File: config.mk
export PLATFORM = sky130hd
export DESIGN_NAME = conv_tile_scheduler
export DESIGN_NICKNAME = d
export VERILOG_FILES = /design/src/rtl/cnn_pkg.sv /design/src/rtl/sched_delay_line.sv /design/src/rtl/conv_tile_scheduler.sv
export SDC_FILE = /design/constraint.sdc
export NUM_CORES = 1
export LEC_CHECK = 0
export CORE_MARGIN = 4
export CORE_UTILIZATION = 35
export CTS_BUF_LIST = sky130_fd_sc_hd__clkbuf_8
export CTS_CLUSTER_DIAMETER = 40
export CTS_CLUSTER_SIZE = 20
export DETAILED_ROUTE_END_ITERATION = 10
export MAX_ROUTING_LAYER = met4
export PLACE_DENSITY = 0.61
export SYNTH_ARGS = -nofsm -noshare
export SYNTH_HDL_FRONTEND = slang
export SYNTH_SLANG_ARGS = --single-unit
File: constraint.sdc
create_clock -name clk -period 5.9 [get_ports clk]
set_input_delay 0.885 -clock clk [delete_from_list [all_inputs] [get_ports clk]]
set_output_delay 0.885 -clock clk [all_outputs]
set_load 0.005 [all_outputs]
File: src/rtl/cnn_pkg.sv
// Shared types and sizing helpers for the convolution tile scheduler.
package cnn_pkg;

  typedef enum logic [2:0] {
    IDLE,
    LOAD_W,
    SCAN,
    DRAIN,
    DONE
  } sched_state_t;

  localparam int PERF_W = 32;
  localparam int MIN_W  = 1;

  function automatic int out_dim(int img, int k, int s);
    return (img - k) / s + 1;
  endfunction

  // Coordinate width; a 1-entry range still needs one bit.
  function automatic int cw(int n);
    return (n > 1) ? $clog2(n) : MIN_W;
  endfunction

endpackage

File: src/rtl/sched_delay_line.sv
// PE_LATENCY-deep valid/coordinate/last pipeline with a common hold.
module sched_delay_line
  import cnn_pkg::*;
#(
  parameter int LAT = 1,
  parameter int RW  = 1,
  parameter int CW  = 1
) (
  input  logic          clk,
  input  logic          reset,
  input  logic          hold,
  input  logic          in_valid,
  input  logic [RW-1:0] in_row,
  input  logic [CW-1:0] in_col,
  input  logic          in_last,
  output logic          out_valid,
  output logic [RW-1:0] out_row,
  output logic [CW-1:0] out_col,
  output logic          out_last
);

  logic [LAT-1:0] v_q;
  logic [LAT-1:0] l_q;
  logic [RW-1:0]  r_q [LAT];
  logic [CW-1:0]  c_q [LAT];

  always_ff @(posedge clk or posedge reset) begin
    if (reset) begin
      v_q <= '0;
      l_q <= '0;
      for (int i = 0; i < LAT; i++) begin
        r_q[i] <= '0;
        c_q[i] <= '0;
      end
    end else if (!hold) begin
      v_q[0] <= in_valid;
      l_q[0] <= in_last;
      r_q[0] <= in_row;
      c_q[0] <= in_col;
      for (int i = 1; i < LAT; i++) begin
        v_q[i] <= v_q[i-1];
        l_q[i] <= l_q[i-1];
        r_q[i] <= r_q[i-1];
        c_q[i] <= c_q[i-1];
      end
    end
  end

  assign out_valid = v_q[LAT-1];
  assign out_last  = l_q[LAT-1];
  assign out_row   = r_q[LAT-1];
  assign out_col   = c_q[LAT-1];

endmodule

File: src/rtl/conv_tile_scheduler.sv
// Weight load + raster tile sequencer for the conv PE array.
// Optional perf counters: define CNN_SCHED_PERF_EN.
module conv_tile_scheduler
  import cnn_pkg::*;
#(
  parameter int IMAGE_WIDTH  = 28,
  parameter int IMAGE_HEIGHT = 28,
  parameter int NUM_FEATURES = 10,
  parameter int KERNEL_SIZE  = 3,
  parameter int STRIDE       = 1,
  parameter int PE_LATENCY   = 1
) (
  input  logic clk,
  input  logic reset,
  input  logic start,
  output logic busy,
  output logic done,
  output logic wt_rd_en,
  output logic [cw(NUM_FEATURES)-1:0] wt_rd_addr,
  output logic col_wr_en,
  output logic [cw(NUM_FEATURES)-1:0] col_wr_sel,
  output logic pe_en,
  output logic tile_valid,
  output logic [cw(IMAGE_HEIGHT)-1:0] tile_row,
  output logic [cw(IMAGE_WIDTH)-1:0] tile_col,
  output logic out_valid,
  input  logic out_ready,
  output logic [cw(out_dim(IMAGE_HEIGHT, KERNEL_SIZE, STRIDE))-1:0] out_row,
  output logic [cw(out_dim(IMAGE_WIDTH, KERNEL_SIZE, STRIDE))-1:0] out_col,
  output logic out_last
`ifdef CNN_SCHED_PERF_EN
  ,
  output logic [PERF_W-1:0] perf_cycles,
  output logic [PERF_W-1:0] perf_stalls
`endif
);

  localparam int OUT_W = out_dim(IMAGE_WIDTH, KERNEL_SIZE, STRIDE);
  localparam int OUT_H = out_dim(IMAGE_HEIGHT, KERNEL_SIZE, STRIDE);
  localparam int FW  = cw(NUM_FEATURES);
  localparam int LW  = cw(NUM_FEATURES + 1);
  localparam int TRW = cw(IMAGE_HEIGHT);
  localparam int TCW = cw(IMAGE_WIDTH);
  localparam int ORW = cw(OUT_H);
  localparam int OCW = cw(OUT_W);

  sched_state_t state_q, state_d;

  logic [LW-1:0]  ld_cnt;
  logic [ORW-1:0] scan_row;
  logic [OCW-1:0] scan_col;
  logic [TRW-1:0] acc_row;
  logic [TCW-1:0] acc_col;

  logic ld_last;
  logic stall;
  logic issue;
  logic row_end;
  logic tile_last;
  logic out_hs_last;

  assign ld_last   = (ld_cnt == LW'(NUM_FEATURES));
  assign stall     = out_valid && !out_ready;
  assign issue     = (state_q == SCAN) && !stall;
  assign row_end   = (scan_col == OCW'(OUT_W - 1));
  assign tile_last = row_end && (scan_row == ORW'(OUT_H - 1));
  assign out_hs_last = out_valid && out_ready && out_last;

  always_ff @(posedge clk or posedge reset) begin
    if (reset) state_q <= IDLE;
    else       state_q <= state_d;
  end

  always_comb begin
    state_d = state_q;
    unique case (state_q)
      IDLE:    if (start) state_d = LOAD_W;
      LOAD_W:  if (ld_last) state_d = SCAN;
      SCAN:    if (issue && tile_last) state_d = DRAIN;
      DRAIN:   if (out_hs_last) state_d = DONE;
      DONE:    state_d = IDLE;
      default: state_d = IDLE;
    endcase
  end

  always_ff @(posedge clk or posedge reset) begin
    if (reset)                  ld_cnt <= '0;
    else if (state_q == LOAD_W) ld_cnt <= ld_cnt + LW'(1);
    else                        ld_cnt <= '0;
  end

  // Running adders track tile origin alongside the output coordinate.
  always_ff @(posedge clk or posedge reset) begin
    if (reset) begin
      scan_row <= '0;
      scan_col <= '0;
      acc_row  <= '0;
      acc_col  <= '0;
    end else if (state_q == LOAD_W) begin
      scan_row <= '0;
      scan_col <= '0;
      acc_row  <= '0;
      acc_col  <= '0;
    end else if (issue) begin
      if (row_end) begin
        scan_col <= '0;
        acc_col  <= '0;
        scan_row <= scan_row + ORW'(1);
        acc_row  <= acc_row + TRW'(STRIDE);
      end else begin
        scan_col <= scan_col + OCW'(1);
        acc_col  <= acc_col + TCW'(STRIDE);
      end
    end
  end

  always_comb begin
    busy       = (state_q == LOAD_W) || (state_q == SCAN) ||
                 (state_q == DRAIN);
    done       = (state_q == DONE);
    wt_rd_en   = (state_q == LOAD_W) && !ld_last;
    wt_rd_addr = wt_rd_en ? FW'(ld_cnt) : '0;
    col_wr_en  = (state_q == LOAD_W) && (ld_cnt != '0);
    col_wr_sel = col_wr_en ? FW'(ld_cnt - LW'(1)) : '0;
    pe_en      = ((state_q == SCAN) || (state_q == DRAIN)) && !stall;
    tile_valid = issue;
    tile_row   = issue ? acc_row : '0;
    tile_col   = issue ? acc_col : '0;
  end

  sched_delay_line #(
    .LAT (PE_LATENCY),
    .RW  (ORW),
    .CW  (OCW)
  ) u_dly (
    .clk       (clk),
    .reset     (reset),
    .hold      (stall),
    .in_valid  (issue),
    .in_row    (issue ? scan_row : '0),
    .in_col    (issue ? scan_col : '0),
    .in_last   (issue && tile_last),
    .out_valid (out_valid),
    .out_row   (out_row),
    .out_col   (out_col),
    .out_last  (out_last)
  );

`ifdef CNN_SCHED_PERF_EN
  always_ff @(posedge clk or posedge reset) begin
    if (reset) begin
      perf_cycles <= '0;
      perf_stalls <= '0;
    end else if (state_q == IDLE && start) begin
      perf_cycles <= '0;
      perf_stalls <= '0;
    end else begin
      if (busy && !(&perf_cycles))  perf_cycles <= perf_cycles + 1'b1;
      if (stall && !(&perf_stalls)) perf_stalls <= perf_stalls + 1'b1;
    end
  end
`endif

endmodule

==> impl_results.md <==
* Vias per inst at approximately 5.0
* Fin area at 2560 um2
* Clk_lat worst skew at 0.29 ns
* Largest net degree at the start of global routing at 40
* FF-to-FF path depth at 6
* Setup TNS at 0 ns
* Crit path capture type: output pin
* R2r setup slk at 3.64 ns
* Max cap viols at 0
* Clock sinks at 39
* Mapped Avg Cell Area at 9.45 um2
* Total GRT Usage at 0.136
* TritonCTS clock tree: built
* Share of cells above drive strength 1 at 0.0675
* Die height at 83.8 um
* Max Clock Skew at ~0.010 ns
* Post-CTS Setup Bufs at 0
* Commonest cells in the netlist: dfrtp_1, nand2_1, nor2_1, a21oi_1, and2_1
* Boundary Pins at 40
* Non-filler cells, final at 324
* Post-Synthesis Cells at approximately 210
* DRC violations left at 0
* Crit. Startpoint: out_ready
* Area Growth Syn to Fin at 27.1%
* Mapped Area at about 2000 um2
* Router iterations before antenna repair at 6
* Crit path time final at ~4.4 ns
* # rows at 27
* Final wirelength at 4370 um
* Placer congestion estimate at between 0.7 and 0.8
* CTS resizes at 0
* Crit path to: tile_row[4]
* Register share of total power at 0.578
* Top cells by area, synth: dfrtp_1, ha_1, and2_1, a21oi_1, nand2_1
* F_max at 0.229 GHz
* Comb power frac at 0.017
* Leakage power at ~1.1 nW
* Unrepaired setup endpoints after global routing: no
* Switching fraction of total power at 0.214
* Setup WS post-layout at 1.53 ns
* Slew Viols, Final at 0
* CP required at 5.02 ns
* H-Tree Depth at 2
* Commonest register cell after synthesis: dfrtp_1
* Crit path DAT at about 3.5 ns
* Final Hold Viols at 0
* Clock-pin slew on the worst setup and hold paths at 0.07 ns
* Count of state elements after synthesis at 39
* Pint at 0.363 mW
* Global-route wire length before repair at 7600 um
* Final Power at around 0.46 mW
* Reg-to-reg startpoint: u_dly.out_valid
* DIE AREA at 7030 um2
* Kind of critical path: input port to output pin
* Hold wc startpoint: u_dly.out_col[1]
* Number of synthesized flops with an enable pin at 0
* Warnings, synthesis at 0
* Syn Nets at 226
* CTS Root Cell: clkbuf_8
* DRT iter0 DRCs at 61
* Final setup vio count at 0
* Hold WC Path Type: register to register
* Switching Power at a little under 0.1 mW
* Top-count cell post-synth: dfrtp_1
* IO buf count at 39
* Max Root-Sink Buffers at 2
* Area of placed instances at 2460 um2
* Antenna cells at 0
* Startpoint Class: input port
* Initial antenna violation count at 0
* HPWL after detailed placement at 3070 um
* Vias in the first global route at 1,592
* Cts hold-fix bufs at 0
* Worst-margin pin slew at between 0.8 and 0.9 ns
* Nets at between 200 and 300
* Top fanout value on the critical path at 23
* Post-synthesis sequential area ratio at 0.485
* Post-Place Cells at around 320
* WL/cell at 13.5 um
* Synth top area share at 0.485
* Clock group share of total power at 0.406
* Post-place setup slack at 1.55 ns
* R2r endpoint: acc_col[1]
* Post-route ant nets at 0
* Worst vdd ir at 0.000130 V
* Chip width at 83.8 um
* Async S/R FF share, synth at 1.00
* GR Overflow Total at 0
* TritonCTS Buffers at 5
* Slew HR at 0.430
* Filler cell count at approximately 570
* Initial Util at 0.363
* Synth cell types at 35
* Vias after detailed routing at 1,610
* Post-synth top area cell: dfrtp_1
* Core ar. at 5540 um2
* Cell area power density at 181 nW/um2
* Crit share post-route at 0.742
* Outcome: complete, no violations
## flip-flops by register name (all words and copies together), names as in the netlist
signal / flops
u_dly.out_col: 5
acc_row: 5
scan_row: 5
state_q: 3
u_dly.out_row: 5
acc_col: 5
scan_col: 5
u_dly.out_valid: 1
u_dly.out_last: 1
ld_cnt: 4
## per-layer routing
layer  up-vias  global-route usage  wire, um
met2        20               0.211      2040
li1        814                   -         -
met5         -                   -         0
met1       768               0.178      2160
met4         0              0.0409        53
met3         8              0.0296       123
## logic make-up (layout without fill, tap and decap cells)
family | count (synthesis) | count (layout) | share of synthesized area
DFF | 39 | 39 | 0.485
and+or+nand+nor | 91 | 91 | 0.244
AOI/OAI and AO/OA | 46 | 46 | 0.142
adders and majority gates | 9 | 9 | 0.0560
buffers and inverters | 23 | 62 | 0.0485
xor gates and xnor gates | 3 | 3 | 0.0131
muxes | 2 | 2 | 0.0106
## final cells by class
cell class	count	area (um2)	share of cell area
multi-input cells	151	938	0.367
clock buffers	6	82.6	0.0323
flip-flops and latches	39	976	0.382
repair buffers	42	413	0.161
well taps	72	90.1	0.0352
inverters	12	45.0	0.0176
clock inverters	2	12.5	0.00489
## worst min path at each step
| stage | depth (start not counted) | slack [ns] | end |
|---|---|---|---|
| final | 2 | 0.49 | u_dly.out_col[1] |
| after global routing | 2 | 0.54 | u_dly.out_col[1] |
| after CTS | 2 | 0.50 | u_dly.out_col[1] |
| after detailed placement | 2 | 0.48 | u_dly.out_col[1] |
| after global placement | 2 | 0.48 | u_dly.out_col[1] |
| after floorplan | 2 | 0.47 | u_dly.out_col[1] |
## cell usage in the layout, fill, tap and decap left out
cell | netlist | layout
o22ai_1 | 1 | 1
a31oi_1 | 2 | 2
or3_2 | 2 | 2
buf_4 | 0 | 3
clkinv_4 | 0 | 1
a311oi_1 | 2 | 2
nand2_1 | 21 | 21
dfrtp_1 | 39 | 39
o21bai_1 | 2 | 2
nor3_1 | 3 | 3
o32ai_1 | 2 | 2
clkbuf_8 | 0 | 6
clkdlybuf4s50_1 | 0 | 39
nor4_1 | 3 | 3
nand3_1 | 12 | 12
nand4b_4 | 1 | 1
nand2b_4 | 1 | 1
inv_1 | 12 | 13
mux2i_1 | 1 | 1
nor2_1 | 19 | 19
o21ai_0 | 12 | 12
mux2_2 | 1 | 1
and2_1 | 14 | 14
xor2_1 | 1 | 1
nand4_1 | 1 | 1
a22o_1 | 8 | 8
ha_1 | 9 | 9
or3b_2 | 1 | 1
or3_1 | 7 | 7
and4b_1 | 1 | 1
xnor2_1 | 2 | 2
or4_4 | 1 | 1
a21oi_1 | 16 | 16
a211oi_1 | 1 | 1
nand3b_1 | 2 | 2
nor2b_1 | 2 | 2
## power by group through the flow
stage          clock network [mW]  logic [mW]  registers [mW]
3_5_place_dp                    0     0.00819           0.272
5_1_grt                     0.205     0.00898           0.267
4_1_cts                     0.193     0.00827           0.267
6_report                    0.187     0.00770           0.267
3_3_place_gp                    0     0.00811           0.272
2_1_floorplan                   0     0.00394           0.272
## through the flow
step | hold WS (ns) | utilization
final | 0.492 | 0.462
after global routing | 0.541 | 0.462
after CTS | 0.501 | 0.462
after detailed placement | 0.484 | 0.444
after global placement | 0.483 | 0.444
after floorplan | 0.473 | -
## critical path: stages
cell             delay [ns]
clkdlybuf4s50_1        0.47
nor2b_1                0.05
buf_4                  0.19
or3_2                  0.61
inv_1                  0.55
and2_1                 0.22
clkdlybuf4s50_1        0.50
Power figures use the tool's default switching activity.
